==> src/rtl/caesar_decrypt_stream.sv <==
// Streaming Caesar decryptor for ASCII digits/letters with a single-entry output register.
// A message starts with key_load in IDLE and ends when the byte marked in_last leaves the block.
module caesar_decrypt_stream #(
   parameter int CNT_W = 8
) (
   input  logic             clk,
   input  logic             rst,
   input  logic [7:0]       shift_value,
   input  logic             key_load,
   input  logic             in_valid,
   input  logic [7:0]       in_data,
   input  logic             in_last,
   output logic             in_ready,
   output logic             out_valid,
   output logic [7:0]       out_data,
   output logic             out_last,
   input  logic             out_ready,
   output logic             busy,
   output logic             done,
   output logic             key_error,
   output logic [CNT_W-1:0] char_count,
   output logic [1:0]       state_dbg
);

   // Handshake: a byte moves on any rising edge where valid && ready on that
   // side; the producer holds data stable while valid is high and ready is low.
   typedef enum logic [1:0] {
      IDLE  = 2'd0,
      RUN   = 2'd1,
      DRAIN = 2'd2
   } state_t;

   state_t     state;
   logic [3:0] key;
   logic       in_xfer;
   logic       out_xfer;

   assign in_ready  = (state == RUN) && (!out_valid || out_ready);
   assign in_xfer   = in_valid && in_ready;
   assign out_xfer  = out_valid && out_ready;
   assign busy      = (state != IDLE);
   assign state_dbg = state;

   // Subtraction is done at 9 bits so a byte below the key cannot wrap.
   function automatic logic [7:0] decrypt_byte(input logic [7:0] c, input logic [3:0] k);
      logic [8:0] diff;
      logic [7:0] res;
      diff = {1'b0, c} - {5'd0, k};
      res  = c;
      if (c >= 8'd48 && c <= 8'd57)
         res = (diff < 9'd48) ? diff[7:0] + 8'd10 : diff[7:0];
      else if (c >= 8'd65 && c <= 8'd90)
         res = (diff < 9'd65) ? diff[7:0] + 8'd26 : diff[7:0];
      else if (c >= 8'd97 && c <= 8'd122)
         res = (diff < 9'd97) ? diff[7:0] + 8'd26 : diff[7:0];
      return res;
   endfunction

   always_ff @(posedge clk or posedge rst) begin
      if (rst) begin
         state      <= IDLE;
         key        <= 4'd0;
         key_error  <= 1'b0;
         char_count <= '0;
         out_valid  <= 1'b0;
         out_data   <= 8'd0;
         out_last   <= 1'b0;
         done       <= 1'b0;
      end else begin
         done <= 1'b0;
         case (state)
            IDLE: begin
               if (key_load) begin
                  // Out-of-range keys fall back to pass-through and flag the error.
                  if (shift_value > 8'd9) begin
                     key       <= 4'd0;
                     key_error <= 1'b1;
                  end else begin
                     key       <= shift_value[3:0];
                     key_error <= 1'b0;
                  end
                  char_count <= '0;
                  state      <= RUN;
               end
            end
            RUN: begin
               if (in_xfer) begin
                  out_valid <= 1'b1;
                  out_data  <= decrypt_byte(in_data, key);
                  out_last  <= in_last;
                  if (char_count != {CNT_W{1'b1}})
                     char_count <= char_count + {{(CNT_W-1){1'b0}}, 1'b1};
                  if (in_last)
                     state <= DRAIN;
               end else if (out_xfer) begin
                  out_valid <= 1'b0;
                  out_last  <= 1'b0;
               end
            end
            DRAIN: begin
               if (out_xfer && out_last) begin
                  out_valid <= 1'b0;
                  out_last  <= 1'b0;
                  done      <= 1'b1;
                  state     <= IDLE;
               end
            end
            default: state <= IDLE;
         endcase
      end
   end

endmodule

==> config.mk <==
export PLATFORM = sky130hd
export DESIGN_NAME = caesar_decrypt_stream
export DESIGN_NICKNAME = d
export VERILOG_FILES = /design/src/rtl/caesar_decrypt_stream.sv
export SDC_FILE = /design/constraint.sdc
export NUM_CORES = 1
export LEC_CHECK = 0
export BUFFER_PORTS_ARGS = -buffer_cell sky130_fd_sc_hd__buf_2
export CAP_MARGIN = 10
export CORE_MARGIN = 5
export CORE_UTILIZATION = 40
export DETAILED_ROUTE_END_ITERATION = 12
export PLACE_DENSITY_LB_ADDON = 0.08
export SLEW_MARGIN = 20
export SYNTH_ARGS = -nofsm -noshare
export SYNTH_HDL_FRONTEND = slang
export SYNTH_SLANG_ARGS = --single-unit
==> constraint.sdc <==
create_clock -name clk -period 5.9 [get_ports clk]
set_input_delay 0.59 -clock clk [delete_from_list [all_inputs] [get_ports clk]]
set_output_delay 0.59 -clock clk [all_outputs]
set_load 0.02 [all_outputs]
==> impl_table.tex <==
\begin{tabular}{lr}
\hline
Metric & Value \\
\hline
\multicolumn{2}{l}{\textbf{Logic synthesis}} \\
\quad Area fraction of the dominant cell type after synthesis & 32.3\% \\
\quad Number of flip-flops and latches in the synthesized netlist & 26 \\
\quad Library cell with the highest instance count after synthesis & sky130\_fd\_sc\_hd\_\_nor2\_1 \\
\quad Nets in the synthesized netlist & 272 \\
\quad Mean area per synthesized cell & 8.32 sq um \\
\quad Yosys warnings & 0 \\
\quad Simple-Gate Fraction of Synth Area & 24.4\% \\
\quad Netlist cell types & 56 \\
\quad Dominant combinational cell family by area after synthesis & compound AO/OA/AOI/OAI gates \\
\quad Post-synthesis sequential area ratio & 32.3\% \\
\quad Fraction of synthesis flops using an asynchronous set or reset pin & 100\% \\
\quad Number of enable flip-flop cells after synthesis & 0 \\
\quad Post-Synth Adder-Cell Area & 4.97\% \\
\quad Compound-gate portion of the synthesized area & 24.5\% \\
\quad Synth Cell Area & 2010 sq um \\
\quad Number of instances in the synthesized netlist & 242 \\
\quad Area contributors post-synth & sky130\_fd\_sc\_hd\_\_dfrtp\_1 (32\%), sky130\_fd\_sc\_hd\_\_nor2\_1 (5.8\%), sky130\_fd\_sc\_hd\_\_ha\_1 (5.0\%) \\
\quad Library cell occupying the most area in the post-synthesis netlist & sky130\_fd\_sc\_hd\_\_dfrtp\_1 \\
\quad Post-Synth XOR/XNOR Area & 6.09\% \\
\quad Most common library cells after synthesis & sky130\_fd\_sc\_hd\_\_nor2\_1 (31), sky130\_fd\_sc\_hd\_\_dfrtp\_1 (26), sky130\_fd\_sc\_hd\_\_nand2\_1 (21) \\
\quad Most used DFF post-synth & sky130\_fd\_sc\_hd\_\_dfrtp\_1 \\
\quad Portion of netlist area occupied by mux cells & 1.62\% \\
\multicolumn{2}{l}{\textbf{Clocking}} \\
\quad Clock net sink count & 26 \\
\quad CTS tree & done \\
\quad Clock slew at the register clock pins of the worst setup and hold paths & 0.08 ns \\
\quad Total setup buffers inserted after CTS & 0 \\
\quad Buffer type at the clock tree root & sky130\_fd\_sc\_hd\_\_clkbuf\_8 \\
\quad CTS HTree Levels & 1 \\
\quad Number of instances resized during post-cts repair & 0 \\
\quad Maximum buffer depth of the clock tree & 2 \\
\quad Clock buffer count from CTS & 3 \\
\quad Number of hold buffers added after CTS & 0 \\
\quad Clock Latency Late Sink & 0.27 ns \\
\multicolumn{2}{l}{\textbf{Floorplan}} \\
\quad Placement Rows & 25 \\
\quad Die extent in x & 80.9 um \\
\quad Core Area & 4820 sq um \\
\quad Die height & 80.9 um \\
\quad I/O pins & 46 \\
\quad Die Footprint & 6550 sq um \\
\quad Effective utilization at floorplan & 41.8\% \\
\multicolumn{2}{l}{\textbf{Global routing}} \\
\quad Met2 global-route usage & 24.1\% \\
\quad Met1 usage in global routing & 25.1\% \\
\quad Aggregate global-route resource usage & 16.7\% \\
\quad Maximum number of pins on one net before global-route repair & 27 \\
\quad Most congested layer reported by global routing & met1 \\
\quad First-pass GRT wire length & 8580 um \\
\quad Initial antenna violation count & 0 \\
\quad Number of global-route vias before repair & 1,752 \\
\quad GR met3 Demand/Resource & 4.21\% \\
\quad Overflow left after global routing & 0 \\
\multicolumn{2}{l}{\textbf{STA}} \\
\quad Final setup fails & 0 \\
\quad Final TNS setup & 0 ns \\
\quad Setup repair after global routing missed its margin & false \\
\quad Ratio of final minimum period to clock period & 51.7\% \\
\quad Worst-Margin Slew & 0.942 ns \\
\quad Maximum achievable frequency & 328 MHz \\
\quad Hold Fails Final Rpt & 0 \\
\quad Worst slew slack as a fraction of its limit & 37.1\% \\
\quad Time the final worst path needs with I/O delays and setup & 3.05 ns \\
\quad Final Slew Violations & 0 \\
\quad Tightest hold margin & 0.399 ns \\
\quad Worst clock skew & 0.00276 ns \\
\multicolumn{2}{l}{\textbf{Route}} \\
\quad Detailed-router iteration count before antenna repair & 5 \\
\quad Average routed wire per standard cell & 14.6 um \\
\quad Vias per cell & 5.52 \\
\quad Antenna Nets Post-Route & 0 \\
\quad Post-route DRC violation count & 0 \\
\quad Number of vias after detailed routing & 1,927 \\
\quad Wire length reported by the detailed router & 5110 um \\
\quad Detailed Route Iter0 Violations & 143 \\
\multicolumn{2}{l}{\textbf{Run status}} \\
\quad Run status & completed \\
\multicolumn{2}{l}{\textbf{Finish}} \\
\quad Post-layout net count & 313 \\
\quad Fillcell total & 526 \\
\quad Ratio of cells with drive above 1 in the final layout & 21.6\% \\
\quad Layout overhead on the synthesized area & 15.4\% \\
\quad Antenna cell count & 0 \\
\multicolumn{2}{l}{\textbf{Worst setup path}} \\
\quad Worst-path fanout max & 6 \\
\quad CP endpoint kind & register \\
\quad Critical Path Start Type & primary input \\
\quad Required time at the endpoint of the critical path & 6.05 ns \\
\quad Start-to-end type of the worst setup path & in -> reg \\
\quad Arrival time reported for the critical path endpoint & 3.20 ns \\
\multicolumn{2}{l}{\textbf{Power}} \\
\quad Pwr Density & 160 nW/um\^{}2 \\
\quad Peak supply drop & 0.000141 V \\
\quad P\_leak & 1.08 nW \\
\multicolumn{2}{l}{\textbf{Placed design}} \\
\quad Estimated wirelength of the detail-placed design & 4030 um \\
\quad Routability-driven placement congestion ratio & 0.871 \\
\quad PortBufs & 45 \\
\multicolumn{2}{l}{\textbf{Run}} \\
\quad Max-Cap Viols & 0 \\
\multicolumn{2}{l}{\textbf{Hold path}} \\
\quad Tightest Hold Check Type & in -> async \\
\hline
\end{tabular}
-- state kept, by name, indices dropped and copies added (netlist names) --
| register | count |
|---|---|
| key_error | 1 |
| out_valid | 1 |
| state_dbg | 2 |
| key | 4 |
| done | 1 |
| out_data | 8 |
| char_count | 8 |
| out_last | 1 |
-- report_power, final --
part | switching [mW] | total, mW | leakage, nW | internal [mW]
registers | 0.00228 | 0.184 | 0.317 | 0.182
clock network | 0.0534 | 0.113 | 0.0288 | 0.0596
logic | 0.0473 | 0.0754 | 0.735 | 0.0281
-- final cells by class --
class / count / area [sq um] / share of cell area, %
Clock buffer: 4 / 55.1 / 2.37
Inverter: 18 / 67.6 / 2.91
Multi-Input combinational cell: 189 / 1240 / 53.4
Sequential cell: 26 / 651 / 28.0
Tap cell: 67 / 83.8 / 3.61
Timing Repair Buffer: 45 / 225 / 9.69
-- kinds of logic after synthesis --
family | count (synthesis)
XOR/XNOR | 14
adder cells (fa/ha/maj) | 8
flip-flops | 26
buffers and inverters | 27
multiplexers | 3
AO/OA/AOI/OAI | 65
AND/OR/NAND/NOR | 99
-- layout by cell type, fill, tap and decap left out, drive strengths merged, types with 3 or more instances in the layout --
master  Yosys  routed
inv        18      17
o21ai      16      16
buf         4      45
nand4       3       3
or3         4       4
o21a        5       5
nor3        8       8
nand2b      7       7
nand2      21      21
nor2       32      32
xor2        6       6
dfrtp      26      26
nor4        5       5
ha          8       8
a21oi      12      12
nand3       7       7
xnor2       8       8
clkbuf      5       4
a31oi       3       3
and3        4       4
-- worst max-delay path, stage by stage --
cell	delay, ns
sky130_fd_sc_hd__buf_2	0.13
sky130_fd_sc_hd__ha_1	0.35
sky130_fd_sc_hd__nor2b_1	0.22
sky130_fd_sc_hd__nor2_1	0.07
sky130_fd_sc_hd__xnor2_1	0.24
sky130_fd_sc_hd__inv_1	0.08
sky130_fd_sc_hd__ha_1	0.19
sky130_fd_sc_hd__nand2_1	0.20
sky130_fd_sc_hd__or3_1	0.14
sky130_fd_sc_hd__mux2i_1	0.09
sky130_fd_sc_hd__nand2b_4	0.18
sky130_fd_sc_hd__or4_1	0.47
sky130_fd_sc_hd__a31oi_1	0.17
sky130_fd_sc_hd__nor4_1	0.07
-- routing by layer --
metal  vias up  wire length [um]  share of wire (%)
li1        947                 -                  -
met1       903              2470                 48
met2        73              2150                 42
met3         4               442                8.7
met4         0                44               0.86
met5         -                 0                  0
-- per-stage QoR --
step | power, mW | cell area (sq um) | setup WS, ns | util [%] | cells
after global routing | 0.397 | 2320 | 2.52 | 48.2 | 349
after CTS | 0.377 | 2320 | 2.86 | 48.2 | 349
after detailed placement | 0.263 | 2270 | 2.56 | 47.1 | 345
after floorplan | 0.240 | 2010 | 2.91 | - | 242
after global placement | 0.264 | 2270 | 2.63 | 47.1 | 345
final | 0.372 | 2320 | 2.85 | 48.2 | 349
-- worst paths after layout --
kind / start / end / slack, ns / depth (start not counted)
hold / removal: rst / out_last$_DFFE_PP0P_ / 0.40 / 2
setup / recovery: in_data[1] / out_data[1]$_DFFE_PP0P_ / 2.85 / 14
max in group asynchronous: rst / char_count[1]$_DFFE_PP0P_ / 5.08 / 2
min in group clk: out_data[6]$_DFFE_PP0P_ / out_data[6]$_DFFE_PP0P_ / 0.49 / 2
hold reg to reg: out_data[6]$_DFFE_PP0P_ / out_data[6]$_DFFE_PP0P_ / 0.49 / 2
setup reg to reg: key[1]$_DFFE_PP0P_ / out_data[1]$_DFFE_PP0P_ / 2.92 / 14
No activity file was read; power rests on OpenSTA's default activity.
